### src/rtl/multicycle_controller.sv
// Main control FSM for a multicycle MIPS-style datapath.
// Moore outputs come from the state register; write strobes are held low while reset is asserted.
module multicycle_controller (
  input  logic       clk,
  input  logic       rst_n,
  input  logic [5:0] opcode,
  input  logic [5:0] funct,
  output logic       IorD,
  output logic       MemWrite,
  output logic       IRWrite,
  output logic       PCWrite,
  output logic       Branch,
  output logic       RegWrite,
  output logic       RegDst,
  output logic       MemtoReg,
  output logic [1:0] PCSrc,
  output logic       ALUSrcA,
  output logic [1:0] ALUSrcB,
  output logic [2:0] ALUControl,
  output logic [3:0] state,
  output logic       instr_done
);

  typedef enum logic [3:0] {
    FETCH   = 4'd0,
    DECODE  = 4'd1,
    MEMADR  = 4'd2,
    MEMRD   = 4'd3,
    MEMWB   = 4'd4,
    MEMWR   = 4'd5,
    EXECUTE = 4'd6,
    ALUWB   = 4'd7,
    BRANCH  = 4'd8,
    ADDIEX  = 4'd9,
    ADDIWB  = 4'd10,
    JUMP    = 4'd11
  } state_t;

  localparam logic [5:0] OP_LW    = 6'b100011;
  localparam logic [5:0] OP_SW    = 6'b101011;
  localparam logic [5:0] OP_RTYPE = 6'b000000;
  localparam logic [5:0] OP_BEQ   = 6'b000100;
  localparam logic [5:0] OP_ADDI  = 6'b001000;
  localparam logic [5:0] OP_J     = 6'b000010;

  state_t     state_q, state_d;
  logic       decodeToFetch;
  logic       functLegal;
  logic [2:0] functAluCtl;
  logic       irWriteRaw, pcWriteRaw, regWriteRaw, memWriteRaw, branchRaw, doneRaw;

  always_ff @(posedge clk or negedge rst_n) begin
    if (!rst_n) state_q <= FETCH;
    else        state_q <= state_d;
  end

  always_comb begin
    functLegal  = 1'b1;
    functAluCtl = 3'b010;
    case (funct)
      6'b100000: functAluCtl = 3'b010;
      6'b100010: functAluCtl = 3'b110;
      6'b100100: functAluCtl = 3'b000;
      6'b100101: functAluCtl = 3'b001;
      6'b101010: functAluCtl = 3'b111;
      default:   functLegal  = 1'b0;
    endcase
  end

  // Unknown opcodes and R-types with unsupported funct retire straight from DECODE.
  always_comb begin
    state_d       = FETCH;
    decodeToFetch = 1'b0;
    case (state_q)
      FETCH:  state_d = DECODE;
      DECODE: begin
        case (opcode)
          OP_LW, OP_SW: state_d = MEMADR;
          OP_RTYPE:     state_d = functLegal ? EXECUTE : FETCH;
          OP_BEQ:       state_d = BRANCH;
          OP_ADDI:      state_d = ADDIEX;
          OP_J:         state_d = JUMP;
          default:      state_d = FETCH;
        endcase
        decodeToFetch = (state_d == FETCH);
      end
      MEMADR:  state_d = (opcode == OP_SW) ? MEMWR : MEMRD;
      MEMRD:   state_d = MEMWB;
      EXECUTE: state_d = ALUWB;
      ADDIEX:  state_d = ADDIWB;
      default: state_d = FETCH;
    endcase
  end

  always_comb begin
    IorD        = 1'b0;
    RegDst      = 1'b0;
    MemtoReg    = 1'b0;
    PCSrc       = 2'b00;
    ALUSrcA     = 1'b0;
    ALUSrcB     = 2'b00;
    ALUControl  = 3'b010;
    irWriteRaw  = 1'b0;
    pcWriteRaw  = 1'b0;
    regWriteRaw = 1'b0;
    memWriteRaw = 1'b0;
    branchRaw   = 1'b0;
    doneRaw     = 1'b0;
    case (state_q)
      FETCH: begin
        ALUSrcB    = 2'b01;
        irWriteRaw = 1'b1;
        pcWriteRaw = 1'b1;
      end
      DECODE: begin
        ALUSrcB = 2'b11;
        doneRaw = decodeToFetch;
      end
      MEMADR: begin
        ALUSrcA = 1'b1;
        ALUSrcB = 2'b10;
      end
      MEMRD: IorD = 1'b1;
      MEMWB: begin
        MemtoReg    = 1'b1;
        regWriteRaw = 1'b1;
        doneRaw     = 1'b1;
      end
      MEMWR: begin
        IorD        = 1'b1;
        memWriteRaw = 1'b1;
        doneRaw     = 1'b1;
      end
      EXECUTE: begin
        ALUSrcA    = 1'b1;
        ALUControl = functAluCtl;
      end
      ALUWB: begin
        RegDst      = 1'b1;
        regWriteRaw = 1'b1;
        doneRaw     = 1'b1;
      end
      BRANCH: begin
        ALUSrcA    = 1'b1;
        ALUControl = 3'b110;
        PCSrc      = 2'b01;
        branchRaw  = 1'b1;
        doneRaw    = 1'b1;
      end
      ADDIEX: begin
        ALUSrcA = 1'b1;
        ALUSrcB = 2'b10;
      end
      ADDIWB: begin
        regWriteRaw = 1'b1;
        doneRaw     = 1'b1;
      end
      JUMP: begin
        PCSrc      = 2'b10;
        pcWriteRaw = 1'b1;
        doneRaw    = 1'b1;
      end
      default: ;
    endcase
  end

  assign IRWrite    = irWriteRaw  & rst_n;
  assign PCWrite    = pcWriteRaw  & rst_n;
  assign RegWrite   = regWriteRaw & rst_n;
  assign MemWrite   = memWriteRaw & rst_n;
  assign Branch     = branchRaw   & rst_n;
  assign instr_done = doneRaw     & rst_n;
  assign state      = state_q;

endmodule

### config.mk
export PLATFORM = sky130hd
export DESIGN_NAME = multicycle_controller
export DESIGN_NICKNAME = d
export VERILOG_FILES = /design/src/rtl/multicycle_controller.sv
export SDC_FILE = /design/constraint.sdc
export NUM_CORES = 1
export LEC_CHECK = 0
export CORE_MARGIN = 2
export CORE_UTILIZATION = 32
export CTS_CLUSTER_SIZE = 14
export DETAILED_ROUTE_END_ITERATION = 12
export PLACE_DENSITY = 0.74
export REMOVE_ABC_BUFFERS = 1
export SETUP_SLACK_MARGIN = 0.15
export SLEW_MARGIN = 20
export SYNTH_ARGS = -nofsm -noshare
export SYNTH_HDL_FRONTEND = slang
export SYNTH_SLANG_ARGS = --single-unit
### constraint.sdc
create_clock -name clk -period 1.7 [get_ports clk]
set_input_delay 0.34 -clock clk [delete_from_list [all_inputs] [get_ports clk]]
set_output_delay 0.34 -clock clk [all_outputs]
set_load 0.05 [all_outputs]
==> results of run 1 <==
==> through the flow <==
step,instances,cell area [µm²]
after detailed placement,152,1290
after global placement,152,1290
after floorplan,74,542
==> Yosys cell counts (2+ instances only) <==
cell,count
a21o_1,2
a21oi_1,4
and3_1,2
clkbuf_1,2
dfrtp_1,4
inv_1,5
nand2_1,6
nand2b_1,2
nor2_1,12
nor2b_1,4
nor3_1,7
o21ai_0,3
xor2_1,2
==> logic make-up after synthesis <==
kind of cell / synth area share (%)
xor gates and xnor gates: 4.71
DFF: 17.9
AOI/OAI and AO/OA: 23.8
muxes: 2.02
buffers and inverters: 6.28
and+or+nand+nor: 45.3
==> impl_metrics.yaml, run 1 <==
floorplanning:
  rows: 15
  boundaryPins: 35
  initial_core_util_pct: 33.0
  die_h_um: 45.8
  die_w_um: 45.8
synth:
  ys_top_cells_by_area: "dfrtp_1, nor2_1, nor3_1, nor2b_1, nand2_1"
  ys_ff_latch: 4
  netlist.area_leader.share_pct: 17.9
  avgSynthCellArea_um2: 7.15
  netlist_instances: 78
  yosysTopAreaCell: "dfrtp_1"
  async_flop_share_pct: 100
  synth_edf_count: 0
  ys_warn_count: 0
  ys_seq_area_share_pct: 17.9
  yosys.cell_types.count: 36
  synth_area_um2: 558
  ys.flop_type: "dfrtp_1"
cts:
  numCtsBuffers: 3
  cts_root_buffer: "clkbuf_4"
  cts_buffer_depth: 2
  post_cts_buffers: 18
  cts.hold.buffers_added: 0
  h-tree-depth: 1
  cts_resized: 94
  cts_sinks: 4
placement:
  hpwl_um: 1870
  numPortBuffers: 34
  pre_cts_slack_ns: -0.790
  place.gp.congestion: 0.781
status:
  outcome: "did not finish"
  stop_stage: "clock tree synthesis"
  stop_error: "[ERROR DPL-0033] detailed placement checks failed during check placement."
==> run 2, diff against run 1 <==
==> config.mk (replaced) <==
export PLATFORM = sky130hd
export DESIGN_NAME = multicycle_controller
export DESIGN_NICKNAME = d
export VERILOG_FILES = /design/src/rtl/multicycle_controller.sv
export SDC_FILE = /design/constraint.sdc
export NUM_CORES = 1
export LEC_CHECK = 0
export CORE_AREA = 2 2 63 65
export DETAILED_ROUTE_END_ITERATION = 12
export DIE_AREA = 0 0 65 67
export PLACE_DENSITY_LB_ADDON = 0.15
export REMOVE_ABC_BUFFERS = 1
export SLEW_MARGIN = 20
export SYNTH_ARGS = -nofsm -noshare
export SYNTH_HDL_FRONTEND = slang
export SYNTH_SLANG_ARGS = --single-unit
==> constraint.sdc (replaced) <==
create_clock -name clk -period 2.21 [get_ports clk]
set_input_delay 0.442 -clock clk [delete_from_list [all_inputs] [get_ports clk]]
set_output_delay 0.442 -clock clk [all_outputs]
set_load 0.05 [all_outputs]
==> impl_metrics.yaml, run 2 <==
floorplanning:
  die-area_um2: 4360
  coreArea_um2: 3610
  boundaryPins: 35
  die_h_um: 67
  rows: 22
  die_w_um: 65
  initial_core_util_pct: 15.5
hold_path:
  min_delay_worst_endpoint: "state[0]$_DFF_PN0_"
  hold_start: "state[3]$_DFF_PN0_"
  worst_hold_path_type: "reg -> reg"
  holdPathStages: 2
sta:
  tns_ns: -0.105
  finClkSkew_ns: 0.00382
  fin_crit_ns: 2.31
  worst_pin_slew_ns: 0.493
  setup_ws_ns: -0.105
  hold_slack_ns: 0.600
  grt_setup_unrepaired: "true"
  relSlewSlack_pct: 67.0
  maxSlewViolCount: 0
  finalHoldViolations: 0
  period_share_pct: 105
  finalSetupViolations: 1
  timing.fmax_ghz: 0.432
cells_and_area:
  syn2layout_area_growth_pct: 137
  final_common_cell: "buf_4"
  drive_gt1_share_pct: 48.5
  final_cells: 184
  layout_common_cells: "buf_4, buf_12, nor2_1"
  antennaDiodeCount: 0
  largest_register_ffs: 4
  finalNetCount: 152
critical_path:
  path_cells: "buf_6, or4_4, nor4_4, a21oi_2, a32o_2, buf_6"
  crit_top_cell: "buf_6"
  critPathRequiredTime_ns: 1.77
  reg2reg_depth: 3
  slowest_delay_ns: 0.55
  slowest_stage: "or4_4"
  ff2ff_setup_slack_ns: 0.91
  r2r-end: "state[0]$_DFF_PN0_"
  setup.worst_path.start_class: "input pin"
  criticalPathCategory: "in -> out"
  arrival_ns: 1.87
  rr_startpoint: "state[1]$_DFF_PN0_"
  cp_max_fo: 2
  end_kind: "primary output"
job:
  drv_cap: 0
detailed_routing:
  wl_met3_um: 104
  m1WireLength_um: 961
  post_drt_via_cell_ratio: 4.36
  wirelength_um: 2260
  wl_per_cell_um: 12.3
  num_vias: 802
  met2_length_um: 1190
  route.detailed.drc: 0
  first_pass_iters: 4
  top_layer: "met3"
  initialDrtViolationCount: 20
  drtAntennaViolNets: 0
cts:
  h-tree-depth: 1
  cts_buffer_depth: 2
  cts_root_buffer: "clkbuf_8"
  cts_sinks: 4
  numCtsBuffers: 3
  insertion_delay_ns: 0.21
  cts_tree: "built"
  path_clk_slew_ns: 0.03
placement:
  numPortBuffers: 34
  place_inst: 179
  place.gp.congestion: 0.722
  hpwl_um: 1840
grt:
  grt_pass1_vias: 794
  grt_start_max_net_pins: 14
  antenna_found_initial: 0
  globalRouteTotalUtil_pct: 10.9
  grt_pass1_wl_um: 3700
  gr-total-overflow: 0
synth:
  synth_common_cells: "nor2_1, nor3_1, nand2_1"
  synth_edf_count: 0
  ys_ff_latch: 4
  yosysTopAreaCell: "dfrtp_1"
  avgSynthCellArea_um2: 7.15
  ys_top_cells_by_area: "dfrtp_1, nor2_1, nor3_1, nor2b_1, nand2_1"
  synth_area_um2: 558
  netlist.area_leader.share_pct: 17.9
  ys_warn_count: 0
  ys_seq_area_share_pct: 17.9
  ys.flop_type: "dfrtp_1"
  netlist_instances: 78
  yosysMostFrequentCell: "nor2_1"
  yosys.cell_types.count: 36
  async_flop_share_pct: 100
power:
  p_seq_share_pct: 8.3
  p_per_area_nw_per_um2: 959
  leakage_nw: 0.600
  swShare_pct: 50.8
  power_switching_uw: 644
  peakVddDrop_v: 0.000377
  p_comb_share_pct: 79.9
  p_int_uw: 623
  clkPwrFrac_pct: 11.8
  total_power_mw: 1.27
status:
  violations: "negative setup slack"
  outcome: "complete, but fails checks"
run 2: cell counts after synthesis:
No cell type changed its count.
run 2: layer usage:
metal	global-route usage (%)	up-vias
li1	-	401
met1	13.0	375
met2	20.2	26
met3	2.20	0
met4	1.60	0
met5	0	-
run 2: worst max-delay path: cells and delay by family:
family / cells / cell delay [ns]
AO/OA/AOI/OAI: 2 / 0.32
AND/OR/NAND/NOR: 2 / 0.87
buffers and inverters: 2 / 0.24
run 2: how the worst max path moves through the flow:
stage | slack, ns | cells after the start | endpoint | start
finish | -0.10 | 6 | instr_done | opcode[2]
global route | -0.14 | 6 | instr_done | opcode[2]
CTS | -0.13 | 6 | instr_done | funct[4]
detailed placement | -0.49 | 6 | instr_done | opcode[0]
global placement | -0.43 | 6 | instr_done | opcode[0]
floorplan | -1.11 | 4 | ALUControl[2] | state[2]$_DFF_PN0_
run 2: final cells by class:
| cell class | instances | area [µm²] |
|---|---|---|
| Multi-Input combinational cell | 65 | 454 |
| Sequential cell | 4 | 100 |
| Tap cell | 48 | 60.1 |
| Clock buffer | 3 | 41.3 |
| Timing Repair Buffer | 59 | 646 |
| Fill cell | 384 | 2290 |
| Inverter | 5 | 18.8 |
run 2: per-stage QoR:
stage | worst slack [ns] | instance area, µm² | util, %
after floorplan | -1.11 | 542 | -
after global placement | -0.435 | 1240 | 34.5
after detailed placement | -0.488 | 1240 | 34.5
after CTS | -0.128 | 1300 | 36.0
after global routing | -0.138 | 1320 | 36.6
final | -0.105 | 1320 | 36.6
run 2: cells by family (layout without fill, tap and decap cells):
group / count (synthesis) / in the layout / synth area share [%]
XOR/XNOR: 3 / 3 / 4.71
flip-flops: 4 / 4 / 17.9
AO/OA/AOI/OAI: 18 / 18 / 23.8
multiplexers: 1 / 1 / 2.02
AND/OR/NAND/NOR: 43 / 43 / 45.3
buffers and inverters: 9 / 67 / 6.28
run 2: repair_timing:
item,4_1_cts,5_1_grt
hold buffers,0,0
hold endpoints to repair,0,0
setup buffers,1,1
pin swaps,4,3
resized for setup,34,9
setup endpoints to repair,3,4
run 2: power by group through the flow:
| stage | Clock (mW) | Sequential [mW] | Combinational (mW) |
|---|---|---|---|
| after floorplan | 0 | 0.224 | 0.428 |
| after global placement | 0 | 0.105 | 0.999 |
| after detailed placement | 0 | 0.106 | 1.00 |
| after CTS | 0.152 | 0.105 | 1.01 |
| after global routing | 0.159 | 0.107 | 1.07 |
| final | 0.149 | 0.106 | 1.01 |
No activity file was read; power rests on OpenSTA's default activity.
==> run 3, diff against run 2 <==
==> constraint.sdc (replaced) <==
create_clock -name clk -period 2.45 [get_ports clk]
set_input_delay 0.49 -clock clk [delete_from_list [all_inputs] [get_ports clk]]
set_output_delay 0.49 -clock clk [all_outputs]
set_load 0.05 [all_outputs]
==> impl_metrics.yaml, run 3 (synthesis results as in run 2) <==
cells_and_area:
  n_fill_cell: 395
  finalNetCount: 149
  antennaDiodeCount: 0
  final_cells: 181
  final_common_cell: "buf_4"
  largest_register_ffs: 4
  drive_gt1_share_pct: 45.1
  layout_common_cells: "buf_4, nor2_1, buf_12"
  syn2layout_area_growth_pct: 115
placement:
  numPortBuffers: 34
  place.gp.congestion: 0.706
  place_inst: 177
  hpwl_um: 1910
hold_path:
  hold_start: "state[3]$_DFF_PN0_"
  min_delay_worst_endpoint: "state[0]$_DFF_PN0_"
  holdPathStages: 2
  worst_hold_path_type: "reg -> reg"
sta:
  fin_crit_ns: 2.38
  period_share_pct: 97.2
  worst_pin_slew_ns: 0.514
  maxSlewViolCount: 0
  finClkSkew_ns: 0.00258
  grt_setup_unrepaired: "false"
  finalHoldViolations: 0
  tns_ns: 0
  relSlewSlack_pct: 65.6
  timing.fmax_ghz: 0.420
  finalSetupViolations: 0
cts:
  numCtsBuffers: 3
  h-tree-depth: 1
  insertion_delay_ns: 0.22
  path_clk_slew_ns: 0.03
  cts.hold.buffers_added: 0
  cts_tree: "built"
  cts_sinks: 4
  cts_buffer_depth: 2
  cts_root_buffer: "clkbuf_8"
power:
  p_per_area_nw_per_um2: 923
  p_comb_share_pct: 78.8
  power_switching_uw: 571
  swShare_pct: 51.7
  leakage_nw: 0.553
  clkPwrFrac_pct: 12.3
  p_int_uw: 535
  p_seq_share_pct: 8.9
  peakVddDrop_v: 0.000320
critical_path:
  critPathRequiredTime_ns: 1.96
  slowest_delay_ns: 0.55
  r2r-end: "state[1]$_DFF_PN0_"
  end_kind: "primary output"
  reg2reg_depth: 5
  criticalPathCategory: "in -> out"
  rr_startpoint: "state[1]$_DFF_PN0_"
  arrival_ns: 1.89
  slowest_stage: "or4_4"
  setup.worst_path.start_class: "input pin"
  path_cells: "clkbuf_2, or4_4, nor4_4, a21oi_2, a32o_2, buf_6"
  cp_max_fo: 2
  ff2ff_setup_slack_ns: 1.13
grt:
  grt_pass1_vias: 821
  grt_pass1_wl_um: 3840
  antenna_found_initial: 0
  gr-total-overflow: 0
  globalRouteTotalUtil_pct: 11.5
  grt_start_max_net_pins: 13
job:
  drv_cap: 0
floorplanning:
  coreArea_um2: 3610
  rows: 22
  initial_core_util_pct: 15.5
  boundaryPins: 35
  die-area_um2: 4360
  die_w_um: 65
  die_h_um: 67
status:
  outcome: "finished, final reports clean"
detailed_routing:
  post_drt_via_cell_ratio: 4.38
  wl_per_cell_um: 12.5
  drtAntennaViolNets: 0
  first_pass_iters: 4
  num_vias: 792
  wirelength_um: 2260
  initialDrtViolationCount: 28
  route.detailed.drc: 0
-- run 3: worst max-delay path by stage --
stage	start	slack (ns)	to	cells after the start
4_1_cts	funct[5]	0.009	instr_done	6
3_3_place_gp	opcode[0]	-0.29	instr_done	6
3_5_place_dp	opcode[0]	-0.34	instr_done	6
5_1_grt	opcode[0]	0.00005	instr_done	6
2_1_floorplan	state[2]$_DFF_PN0_	-0.91	ALUControl[2]	4
6_report	opcode[0]	0.07	instr_done	6
-- run 3: cell type report --
cell class	instances	area, µm²	share of cell area (%)
inverters	5	18.8	1.57
repair buffers	56	544	45.4
well taps	48	60.1	5.01
multi-input cells	65	434	36.2
flip-flops and latches	4	100	8.35
clock buffers	3	41.3	3.44
-- run 3: power by group through the flow --
stage                     clock [mW]  sequential [mW]  combinational (mW)
after floorplan                    0            0.202               0.386
after global placement             0           0.0980               0.871
after detailed placement           0           0.0983               0.874
after CTS                      0.140           0.0975               0.878
after global routing           0.146            0.104               0.927
final                          0.136           0.0984               0.871
-- run 3: metrics by stage --
| stage | setup WS (ns) | utilization [%] | hold WS (ns) | power (mW) | instance area, µm² |
|---|---|---|---|---|---|
| finish | 0.0685 | 33.2 | 0.602 | 1.11 | 1200 |
| floorplan | -0.913 | - | 0.194 | 0.588 | 542 |
| global route | 0.0000526 | 33.2 | 0.640 | 1.18 | 1200 |
| detailed placement | -0.340 | 32.5 | 0.601 | 0.972 | 1170 |
| CTS | 0.00946 | 33.6 | 0.607 | 1.12 | 1210 |
| global placement | -0.294 | 32.5 | 0.602 | 0.969 | 1170 |
-- run 3: what timing repair did --
item                                    CTS  global route
resized for setup                        27             8
buffers inserted                          1             0
gates cloned                              0             0
pin swaps                                 4             3
endpoints found under the setup margin    2             2
-- run 3: critical path: cells and delay by family --
family | cells | cell delay, ns
AND/OR/NAND/NOR | 2 | 0.85
AO/OA/AOI/OAI | 2 | 0.31
buffers and inverters | 2 | 0.24
-- run 3: layer usage --
metal	global-route usage [%]	wire, µm
met1	13.2	964
met2	21.4	1200
met3	2.36	92
met4	3.19	0
met5	0	0
